===== src/rtl/tdc_pkg.sv =====
// Shared widths, types and helpers for the TDC sum reader.
package tdc_pkg;

    localparam int TDC_SUM_W  = 20;
    localparam int TDC_DROP_W = 8;

    typedef logic [TDC_SUM_W-1:0] tdc_sum_t;

    // Saturating increment for the dropped-result counter.
    function automatic logic [TDC_DROP_W-1:0] drop_inc(input logic [TDC_DROP_W-1:0] cnt);
        return (&cnt) ? cnt : cnt + TDC_DROP_W'(1);
    endfunction

endpackage


===== src/rtl/tdc_sfifo.sv =====
// Synchronous show-ahead FIFO: the head word is visible on dout whenever empty=0.
// Occupancy is the difference of write/read counters carrying one extra wrap bit.
module tdc_sfifo #(
    parameter int DEPTH = 16,
    parameter int WIDTH = 20
) (
    input  logic                     clk,
    input  logic                     rst,
    input  logic                     clr,
    input  logic                     push,
    input  logic [WIDTH-1:0]         din,
    input  logic                     pop,
    output logic [WIDTH-1:0]         dout,
    output logic                     empty,
    output logic                     full,
    output logic [$clog2(DEPTH):0]   fill
);
    localparam int AW = $clog2(DEPTH);

    logic [WIDTH-1:0] mem [DEPTH];
    logic [AW:0]      wr_cnt_q, wr_cnt_d;
    logic [AW:0]      rd_cnt_q, rd_cnt_d;
    logic             do_push, do_pop;

    always_comb begin
        fill    = wr_cnt_q - rd_cnt_q;
        empty   = (fill == '0);
        full    = (fill == (AW+1)'(DEPTH));
        do_pop  = pop && !empty && !clr;
        // A full FIFO still takes a push when the head leaves in the same cycle.
        do_push = push && (!full || do_pop) && !clr;

        wr_cnt_d = wr_cnt_q + (AW+1)'(do_push);
        rd_cnt_d = rd_cnt_q + (AW+1)'(do_pop);
        if (clr) begin
            wr_cnt_d = '0;
            rd_cnt_d = '0;
        end

        dout = empty ? '0 : mem[rd_cnt_q[AW-1:0]];
    end

    // NOTE: storage is deliberately not reset; the counters alone decide which entries are valid.
    always_ff @(posedge clk) begin
        if (do_push) begin
            mem[wr_cnt_q[AW-1:0]] <= din;
        end
    end

    // NOTE: flops use non-blocking assignments so every register samples pre-edge values.
    always_ff @(posedge clk or negedge rst) begin
        if (!rst) begin
            wr_cnt_q <= '0;
            rd_cnt_q <= '0;
        end else begin
            wr_cnt_q <= wr_cnt_d;
            rd_cnt_q <= rd_cnt_d;
        end
    end

endmodule


===== src/rtl/tdc_sum_reader.sv =====
// Averages 2^AVG_LOG2 consecutive TDC sums and queues the results for a valid/ready reader.
// Define TDC_RD_ROUND_EN for round-half-up averaging (saturating) instead of truncation.
module tdc_sum_reader
    import tdc_pkg::*;
#(
    parameter int SUM_W      = TDC_SUM_W,
    parameter int AVG_LOG2   = 2,
    parameter int FIFO_DEPTH = 16
) (
    input  logic                          clk,
    input  logic                          rst,
    input  logic [SUM_W-1:0]              in_data,
    input  logic                          in_dval,
    input  logic                          clr,
    output logic [SUM_W-1:0]              rd_data,
    output logic                          rd_valid,
    input  logic                          rd_ready,
    output logic [$clog2(FIFO_DEPTH):0]   fill,
    output logic                          ovf,
    output logic [TDC_DROP_W-1:0]         drop_cnt
);
    localparam int ACC_W = SUM_W + AVG_LOG2;
    localparam int CNT_W = (AVG_LOG2 > 0) ? AVG_LOG2 : 1;
    localparam logic [CNT_W-1:0] CNT_LAST = CNT_W'((2 ** AVG_LOG2) - 1);

    logic [ACC_W-1:0]      acc_q, acc_d, acc_sum;
    logic [CNT_W-1:0]      cnt_q, cnt_d;
    logic [SUM_W-1:0]      push_q, push_d, res;
    logic                  push_v_q, push_v_d;
    logic                  ovf_q, ovf_d;
    logic [TDC_DROP_W-1:0] drop_cnt_q, drop_cnt_d;
    logic                  fifo_empty, fifo_full, fifo_pop, drop;

`ifdef TDC_RD_ROUND_EN
    localparam logic [ACC_W:0] RND = (ACC_W+1)'((2 ** AVG_LOG2) / 2);
    logic [ACC_W:0] rnd_sum, rnd_avg;
`endif

    assign rd_valid = !fifo_empty;
    assign ovf      = ovf_q;
    assign drop_cnt = drop_cnt_q;

    // NOTE: every always_comb output gets a default first so no latch is inferred.
    always_comb begin
        acc_sum = acc_q + ACC_W'(in_data);
`ifdef TDC_RD_ROUND_EN
        rnd_sum = {1'b0, acc_sum} + RND;
        rnd_avg = rnd_sum >> AVG_LOG2;
        res     = (rnd_avg > (ACC_W+1)'({SUM_W{1'b1}})) ? '1 : rnd_avg[SUM_W-1:0];
`else
        res     = SUM_W'(acc_sum >> AVG_LOG2);
`endif

        acc_d    = acc_q;
        cnt_d    = cnt_q;
        push_v_d = 1'b0;
        push_d   = push_q;
        if (in_dval) begin
            // The closing sample resets the window in the same cycle, so windows abut.
            if (cnt_q == CNT_LAST) begin
                acc_d    = '0;
                cnt_d    = '0;
                push_v_d = 1'b1;
                push_d   = res;
            end else begin
                acc_d = acc_sum;
                cnt_d = cnt_q + CNT_W'(1);
            end
        end

        fifo_pop   = rd_valid && rd_ready;
        drop       = push_v_q && fifo_full && !fifo_pop;
        ovf_d      = ovf_q || drop;
        drop_cnt_d = drop ? drop_inc(drop_cnt_q) : drop_cnt_q;

        if (clr) begin
            acc_d      = '0;
            cnt_d      = '0;
            push_v_d   = 1'b0;
            ovf_d      = 1'b0;
            drop_cnt_d = '0;
        end
    end

    always_ff @(posedge clk or negedge rst) begin
        if (!rst) begin
            acc_q      <= '0;
            cnt_q      <= '0;
            push_q     <= '0;
            push_v_q   <= 1'b0;
            ovf_q      <= 1'b0;
            drop_cnt_q <= '0;
        end else begin
            acc_q      <= acc_d;
            cnt_q      <= cnt_d;
            push_q     <= push_d;
            push_v_q   <= push_v_d;
            ovf_q      <= ovf_d;
            drop_cnt_q <= drop_cnt_d;
        end
    end

    tdc_sfifo #(
        .DEPTH (FIFO_DEPTH),
        .WIDTH (SUM_W)
    ) u_fifo (
        .clk   (clk),
        .rst   (rst),
        .clr   (clr),
        .push  (push_v_q),
        .din   (push_q),
        .pop   (fifo_pop),
        .dout  (rd_data),
        .empty (fifo_empty),
        .full  (fifo_full),
        .fill  (fill)
    );

endmodule


===== config.mk =====
export PLATFORM = sky130hd
export DESIGN_NAME = tdc_sum_reader
export DESIGN_NICKNAME = d
export VERILOG_FILES = /design/src/rtl/tdc_pkg.sv /design/src/rtl/tdc_sfifo.sv /design/src/rtl/tdc_sum_reader.sv
export SDC_FILE = /design/constraint.sdc
export NUM_CORES = 1
export LEC_CHECK = 0
export ABC_AREA = 1
export CAP_MARGIN = 20
export CELL_PAD_IN_SITES_DETAIL_PLACEMENT = 0
export CELL_PAD_IN_SITES_GLOBAL_PLACEMENT = 1
export CORE_AREA = 2 2 224 226
export CTS_CLUSTER_SIZE = 20
export DETAILED_ROUTE_END_ITERATION = 10
export DIE_AREA = 0 0 226 228
export HOLD_SLACK_MARGIN = 0.03
export MAX_ROUTING_LAYER = met4
export PLACE_DENSITY_LB_ADDON = 0.1
export SKIP_CTS_REPAIR_TIMING = 1
export SYNTH_ARGS = -nofsm -noshare
export SYNTH_HDL_FRONTEND = slang
export SYNTH_SLANG_ARGS = --single-unit

===== constraint.sdc =====
create_clock -name clk -period 10 [get_ports clk]
set_input_delay 2 -clock clk [delete_from_list [all_inputs] [get_ports clk]]
set_output_delay 2 -clock clk [all_outputs]
set_load 0.01 [all_outputs]

# --- After elaboration in Yosys (flattened, before gate mapping) ---
# Memories as Yosys holds them, arrays and structs flattened.
# Cells that the tools add are included.
word_totals:
  ramBits: 320
  n_memories: 1
  elab_cells: 55
  inputBits: 25
  output_inout_bits: 35
  reg_bits: 64
classes:
  addsub: 6
  mux: 18
  eq_ne: 3
  reduce_logical: 19
memory_table:
  columns: ["name", "words", "width", "rd", "rd_clocked_by_memory_dff", "wr", "line", "text"]
  rows:
  - ["u_fifo.mem", 16, 20, 1, 0, 1, "tdc_sfifo.sv:20", "logic [WIDTH-1:0] mem [DEPTH];"]
ops:
  columns: ["cell", "count"]
  rows:
  - ["2-to-1 mux 22 bit", 3]
  - ["2-to-1 mux 8 bit", 3]
  - ["adder 22 x 20 -> 22 bit", 1]
  - ["2-to-1 mux 20 bit", 1]
  - ["adder 5 x 1 -> 5 bit", 2]
  - ["2-to-1 mux 5 bit", 2]
  - ["adder 8 x 1 -> 8 bit, second input constant", 1]
  - ["AND reduction 8 bit", 1]
  - ["logical AND 1 bit", 7]
  - ["2-to-1 mux 1 bit", 6]
  - ["2-to-1 mux 2 bit", 3]
  - ["equality test 5 bit, second input constant", 1]
  - ["logical NOT 5 bit", 1]
  - ["subtractor 5 bit", 1]
  - ["logical NOT 1 bit", 4]
  - ["AND reduction 2 bit", 2]
  - ["nonzero test 2 bit", 2]
  - ["adder 2 x 1 -> 2 bit, second input constant", 1]
  - ["equality test 2 bit, second input constant", 1]
  - ["logical OR 1 bit", 2]
  - ["inequality test 2 bit, second input constant", 1]

# --- Logic depth before layout (Yosys ltp) ---
# Gate-level depths: netlist of run 1.
depth:
  word_depth: 11
  ltp_mapped: 19
  mapped_depth_nobuf: 17

# --- Cells and area by module ---
# A second synthesis of run 1 with hierarchy kept.
hier_totals:
  cells_unflattened: 1669
  hier_area_um2: 17239.0
by_module_without_submodules:
  columns: ["mod", "area_per_inst_um2", "n_inst", "seq_area_each_um2", "cells_each"]
  rows:
  - ["tdc_sfifo", 13684.4, 1, 9859.5, 1158]
  - ["tdc_sum_reader", 3554.7, 1, 1351.3, 511]

# --- Least setup slack after synthesis of run 1 ---
# OpenSTA, ideal clock, no wires.
synth_path:
  path_type: "register to output"
  from: "register u_fifo.rd_cnt_q[2]"
  to: "output rd_data[0]"
  setup_slack_ns: 5.861
  arrival_ns: 2.139
  path_stages_with_launch: 11
  path_buffers: 3
  required_ns: 8.000
  path_cell_list: "dfrtp_1 clkbuf_1 inv_1 clkbuf_1 ha_1 xnor2_1 nor2_2 nand3_2 nor2_1 buf_2 nor2_1"
synth_between:
  elab_chain_cells: 3
  elab_cells_between_ends: 4
  cone_classes: "add/sub: 1; mux: 1; reduce/logical: 1; memory: 1"
synth_rtl:
  columns: ["element", "line", "text"]
  rows:
  - ["from (decl)", "tdc_sfifo.sv:22", "logic [AW:0] rd_cnt_q, rd_cnt_d;"]
  - ["from (signal assigned)", "tdc_sfifo.sv:57", "rd_cnt_q <= rd_cnt_d;"]
  - ["subtractor 5 bit", "tdc_sfifo.sv:26", "fill = wr_cnt_q - rd_cnt_q;"]
  - ["named net fill[2]", "tdc_sum_reader.sv:18", "output logic [$clog2(FIFO_DEPTH):0] fill,"]
  - ["logical NOT 5 bit", "tdc_sfifo.sv:27", "empty = (fill == '0);"]
  - ["2-to-1 mux 20 bit", "tdc_sfifo.sv:40", "dout = empty ? '0 : mem[rd_cnt_q[AW-1:0]];"]
  - ["to (decl)", "tdc_sum_reader.sv:15", "output logic [SUM_W-1:0] rd_data,"]
# The timed path passes the listed nets, and every way through them passes these cells.

# --- Final worst setup path of run 1 ---
layout_path:
  from: "register u_fifo.rd_cnt_q[0]"
  to: "output rd_data[12]"
layout_between:
  elab_chain_cells: 3
  elab_cells_between_ends: 4
  cone_classes: "add/sub: 1; mux: 1; reduce/logical: 1; memory: 1"
layout_rtl:
  columns: ["element", "line"]
  rows:
  - ["subtractor 5 bit", "tdc_sfifo.sv:26"]
  - ["logical NOT 5 bit", "tdc_sfifo.sv:27"]
  - ["2-to-1 mux 20 bit (*)", "tdc_sfifo.sv:40"]
# Every way passes the cells marked *; elsewhere a longest branch is shown, timed or not.

==> results of run 1 <==
-- synth_stat cells, drive strengths merged --
master,number
nand2,514
edfxtp,320
a21oi,177
nand3,105
nor2,92
inv,88
a22oi,80
dfrtp,64
buf,51
ha,30
clkbuf,26
o21ai,16
nand3b,9
nor3,8
xnor2,7
xor2,5
a22o,3
nand4,3
a31oi,2
fa,2
a311oi,1
clkinv,1
nor3b,1
o21bai,1
or2,1
-- critical path: stages, from the launching register on --
cell,delay (ns)
dfrtp_4,0.43
buf_4,0.67
buf_4,0.90
a21oi_1,0.14
a22oi_1,0.22
nand2_1,0.07
nand3_1,0.11
nand2_1,0.13
nor2_1,0.14
clkdlybuf4s50_1,0.56
-- worst min path at each step --
| stage | startpoint | end | slack, ns | cells after the start |
|---|---|---|---|---|
| after floorplan | u_fifo.wr_cnt_q[4] | u_fifo.wr_cnt_q[4] | 0.45 | 1 |
| after global placement | cnt_q[1] | cnt_q[1] | 0.46 | 2 |
| after detailed placement | cnt_q[1] | cnt_q[1] | 0.47 | 2 |
| after CTS | cnt_q[1] | cnt_q[1] | 0.48 | 2 |
| after global routing | u_fifo.wr_cnt_q[4] | u_fifo.wr_cnt_q[4] | 0.50 | 1 |
| final | cnt_q[1] | cnt_q[1] | 0.48 | 2 |
-- layer usage --
layer	routed length (um)	part of all wire [%]
met3	1770	3.7
met4	954	2.0
met5	0	0
met2	24300	50
met1	21100	44
-- flip-flops by register name, indices dropped and copies added (netlist names) --
| name | flops |
|---|---|
| u_fifo.mem | 320 |
| drop_cnt | 8 |
| push_q | 20 |
| u_fifo.rd_cnt_q | 5 |
| acc_q | 22 |
| push_v_q | 1 |
| ovf | 1 |
| u_fifo.wr_cnt_q | 5 |
| cnt_q | 2 |
-- final cells by class --
| type | instances | area (um^2) |
|---|---|---|
| tap | 672 | 841 |
| inverter | 89 | 337 |
| sequential | 384 | 11200 |
| clock buffer | 58 | 1150 |
| fill | 4828 | 29600 |
| multi-input combinational | 1057 | 5170 |
| clock inverter | 19 | 189 |
| timing repair buffer | 88 | 806 |
-- per-stage QoR --
step                hold WS (ns)  total power, uW
global route               0.503             4380
global placement           0.457             2690
floorplan                  0.446             2400
CTS                        0.483             4240
detailed placement         0.468             2690
finish                     0.482             4180
-- logic make-up (layout without fill, tap and decap cells) --
kind of cell	Yosys count	in the layout	share of synthesized area [%]
AND/OR/NAND/NOR	733	733	17.5
flip-flops	384	384	65.8
AO/OA/AOI/OAI	280	280	9.52
buffers and inverters	166	254	4.09
adder cells (fa/ha/maj)	32	32	2.44
XOR/XNOR	12	12	0.617
-- power by group through the flow --
stage	Sequential, uW	Combinational, uW	Clock [uW]
after floorplan	2020	385	0
after global placement	2090	598	0
after detailed placement	2090	601	0
after CTS	2060	603	1580
after global routing	2080	671	1640
final	2060	590	1530
==> out/qor.yml, run 1 <==
timing:
  rsz0062_at_grt: "false"
  period_share_pct: 59.9
  period_needed_ns: 5.99
  slew_viol_final: 0
  maxSlewHeadroom_pct: 33.2
  worst_margin_slew_ns: 1.00
  finalHoldViolations: 0
  final.setup.tns_ns: 0
  final-setup-viol-count: 0
  max_freq_mhz: 167
  worst_slack_ns: 4.01
  timing.clock.skew_ns: 0.0207
floorplan:
  placeableCoreArea_mm2: 0.0493
  fp.dieArea_mm2: 0.0515
  core.rowCount: 82
  die_height_um: 228
  design.portCount: 60
  chipWidth_um: 226
  initial_utilization_pct: 34.5
global_route:
  grt.met2_usage_pct: 33.4
  grt_max_degree: 90
  grtUsageMet3_pct: 2.45
  via_count_of_the_first_global_routing_pass: 11940
  first_pass_grt_wire_length_um: 73600
  aggregate_global_route_resource_usage_pct: 19.7
  globalRouteMet1Util_pct: 24.8
  globalRouteOverflowTotal: 0
  number_of_antenna_violations_at_the_first_check_in_global_routing: 0
  gr-max-usage-layer: "met2"
cts:
  cts-root-buf: "clkbuf_16"
  clock_path_buffers: 3
  cts.sinks: 384
  tritoncts.num_buffers: 43
  cts.reportedPaths.clkPinSlew_ns: 0.06
  insertion_delay_ns: 0.57
  cts.htree.levels: 2
  tritoncts: "done"
placement:
  port_buffers: 59
  dp_slack_ns: 4.57
  dp.cells: 2290
  place_area_mm2: 0.0184
  globalplace.congestion: 0.787
  dp.final_hpwl_um: 27000
synthesis:
  synth.net_count: 1664
  synth-seq-area-share_pct: 65.8
  netlist_area_mm2: 0.0170
  syn_inst: 1607
  yosys.area.top_type_share_pct: 56.4
  synth.distinct_cells: 35
  postSynthAreaPerCell_um2: 10.6
  synth_top_cells_by_area: "edfxtp_1 56%, nand2_1 11%, dfrtp_1 9.4%"
  synth_top_area_cell: "edfxtp_1"
  ys_warn_count: 0
  ys_seq_elements: 384
power:
  vdd_ir_drop_max_v: 0.000101
  power_frac_clock_pct: 36.6
  share_of_power_burned_in_combinational_logic_pct: 14.1
  p_leak_uw: 0.00787
  p_per_area_mw_per_mm2: 212
  power_frac_seq_pct: 49.3
  p_switching_uw: 1160
  power.internal_uw: 3020
  switching_share_pct: 27.8
final_layout:
  fin_cells: 2367
  fin_area_mm2: 0.0197
  layout.cells.most_common: "nand2_1"
  insertedDiodeCount: 0
  final_cell_mix: "512 x nand2_1, 320 x edfxtp_1, 177 x a21oi_1, 103 x nand3_1, 84 x inv_1"
  final_layout_size_suffix_gt1_share_pct: 6.96
  fin_util_pct: 39.9
  area_growth_pct: 15.7
  final_net_count: 1720
critical_path:
  crit_type: "flip-flop to output pin"
  r2r_cells: 10
  crit_path_max_fanout: 89
  cp-endpoint: "rd_data[12]"
  worst-r2r-setup-slack_ns: 6.00
  cp.required_ns: 8.00
  start_kind: "flip-flop"
  critical_path_arrival_ns: 3.99
  critical_path.reg2reg.endpoint: "u_fifo.mem[9][1]"
  worst_setup_path_startpoint: "u_fifo.rd_cnt_q[0]"
  r2r_start: "u_fifo.rd_cnt_q[1]"
  cp-end-kind: "output pin"
route:
  route.detailed.vias_per_inst: 4.97
  drt_pass1_iterations: 5
  number_of_routed_nets_with_antenna_violations: 0
  post-route-drc-count: 0
  wl_per_cell_um: 20.4
  drt_first_iter_violations: 743
  via_count: 11764
  route.final.wire_length_um: 48200
job:
  max-cap-violations: 0
status:
  run_status: "finished clean"
hold_path:
  worstHoldPathType: "flip-flop to flip-flop"
Power figures use the tool's default switching activity.
==> inputs of run 2 (changes only) <==
Clock period 10 ns to 5.3 ns, I/O delays scaled along.
==> out/qor.yml, run 2 (synthesis results as in run 1) <==
hold_path:
  worstHoldPathType: "flip-flop to flip-flop"
power:
  vdd_ir_drop_max_v: 0.000211  # +110%
  p_per_area_mw_per_mm2: 402  # +90%
  p_leak_uw: 0.00796  # +1.1%
route:
  via_count: 11734  # -0.26%
  route.detailed.vias_per_inst: 4.94  # -0.67%
  drt_pass1_iterations: 4  # -1
  route.final.wire_length_um: 48900  # +1.5%
  number_of_routed_nets_with_antenna_violations: 0  # unchanged
  wl_per_cell_um: 20.6  # +1.0%
  post-route-drc-count: 0  # unchanged
  drt_first_iter_violations: 818  # +10%
critical_path:
  start_kind: "flip-flop"
  critical_path.reg2reg.endpoint: "u_fifo.mem[0][3]"
  crit_type: "flip-flop to output pin"
  r2r_start: "u_fifo.rd_cnt_q[0]"
  cp.required_ns: 4.24  # -3.76 ns
  cp-endpoint: "rd_data[14]"
  critical_path_arrival_ns: 3.42  # -0.57 ns
  r2r_cells: 11  # +1
  worst_setup_path_startpoint: "u_fifo.rd_cnt_q[0]"
  worst-r2r-setup-slack_ns: 1.90  # -4.10 ns
  crit_path_max_fanout: 50  # -44%
  cp-end-kind: "output pin"
global_route:
  number_of_antenna_violations_at_the_first_check_in_global_routing: 0  # unchanged
  via_count_of_the_first_global_routing_pass: 11636  # -2.5%
  first_pass_grt_wire_length_um: 73500  # -0.25%
  aggregate_global_route_resource_usage_pct: 19.8  # +0.11 points
  grt_max_degree: 89  # -1.1%
  globalRouteOverflowTotal: 0  # unchanged
floorplan:
  fp.dieArea_mm2: 0.0515  # unchanged
  initial_utilization_pct: 34.5  # unchanged
  design.portCount: 60  # unchanged
  placeableCoreArea_mm2: 0.0493  # unchanged
  chipWidth_um: 226  # unchanged
  die_height_um: 228  # unchanged
  core.rowCount: 82  # unchanged
placement:
  globalplace.congestion: 0.778  # -1.2%
  port_buffers: 59  # unchanged
  dp.cells: 2295  # +0.22%
  place_area_mm2: 0.0184  # +0.34%
  dp.final_hpwl_um: 26900  # -0.41%
timing:
  finalHoldViolations: 0  # unchanged
  rsz0062_at_grt: "false"
  timing.clock.skew_ns: 0.0182  # -0.00250 ns
  slew_viol_final: 0  # unchanged
  period_share_pct: 84.4
  worst_margin_slew_ns: 0.998  # -0.00408 ns
  final.setup.tns_ns: 0  # unchanged
  final-setup-viol-count: 0  # unchanged
  max_freq_mhz: 223
  maxSlewHeadroom_pct: 33.5  # +0.27 points
  period_needed_ns: 4.48
cts:
  clock_path_buffers: 3  # unchanged
  cts.htree.levels: 2  # unchanged
  cts.reportedPaths.clkPinSlew_ns: 0.06  # about the same
  cts.sinks: 384  # unchanged
  tritoncts: "done"
  insertion_delay_ns: 0.57  # about the same
  cts-root-buf: "clkbuf_16"
  tritoncts.num_buffers: 44  # +2.3%
final_layout:
  final_layout_size_suffix_gt1_share_pct: 7.86  # +0.90 points
  layout.filler_cells: 4824  # -0.083%
  area_growth_pct: 16.6
  largest_register_ffs: 320  # unchanged
  fin_cells: 2377  # +0.42%
  final_net_count: 1726  # +0.35%
  layout.cells.most_common: "nand2_1"
  insertedDiodeCount: 0  # unchanged
  final_cell_mix: "512 x nand2_1, 320 x edfxtp_1, 177 x a21oi_1, 103 x nand3_1, 84 x inv_1"
  fin_area_mm2: 0.0199  # +0.72%
status:
  run_status: "finished clean"
job:
  max-cap-violations: 0  # unchanged
==> run 2: changes by cell type in the layout (fill, tap and decap cells not counted), sizes merged <==
cell	previous run	this run
inv	89	91
clkbuf	58	56
clkinv	16	21
buf	30	35
==> run 2: stage by stage <==
step | hold WS, ns | utilization (%) | power (uW) | setup WS [ns]
6_report | 0.473 | 40.2 | 7990 | 0.825
5_1_grt | 0.496 | 40.2 | 8370 | 0.615
4_1_cts | 0.480 | 40.2 | 8090 | 0.766
3_5_place_dp | 0.465 | 37.4 | 5080 | 1.39
3_3_place_gp | 0.460 | 37.4 | 5070 | 1.42
2_1_floorplan | 0.446 | - | 4530 | 1.96
==> run 2: cell type report <==
cell class              instances  area (um^2)  area share (%)
well taps                     672          841            4.23
repair buffers                 93          868            4.37
inverters                      89          337            1.70
flip-flops and latches        384        11200            56.5
clock inverters                26          204            1.03
multi-input cells            1057         5170            26.0
clock buffers                  56         1220            6.13
==> run 2: layer usage <==
metal | vias to the layer above | share of wire [%] | track usage (%)
met1 | 5780 | 45 | 25.3
li1 | 5707 | - | -
met3 | 69 | 3.2 | 2.83
met5 | - | 0 | -
met4 | 0 | 2.4 | 5.32
met2 | 178 | 50 | 32.9
==> run 2: worst min-delay path by stage <==
| stage | from | end | slack (ns) | depth (start not counted) |
|---|---|---|---|---|
| final | cnt_q[1] | cnt_q[1] | 0.47 | 2 |
| after global routing | u_fifo.wr_cnt_q[4] | u_fifo.wr_cnt_q[4] | 0.50 | 1 |
| after CTS | cnt_q[1] | cnt_q[1] | 0.48 | 2 |
| after detailed placement | cnt_q[1] | cnt_q[1] | 0.47 | 2 |
| after global placement | cnt_q[1] | cnt_q[1] | 0.46 | 2 |
| after floorplan | u_fifo.wr_cnt_q[4] | u_fifo.wr_cnt_q[4] | 0.45 | 1 |
==> run 2: where the power goes <==
group / internal [uW] / leakage, uW / switching (uW) / total, uW
Combinational: 429 / 0.00346 / 673 / 1100
Sequential: 3590 / 0.00379 / 302 / 3890
Clock: 1770 / 0.000708 / 1220 / 2990
==> run 2: worst max-delay path, cell delays in order (launching register included) <==
cell and delay (ns):
dfrtp_4 0.60, inv_4 0.49, buf_4 0.45, nand2_1 0.09, a22oi_1 0.20, nand2_1 0.07, nand3_1 0.12, nand2_1 0.13
nor2_1 0.13, clkdlybuf4s50_1 0.55
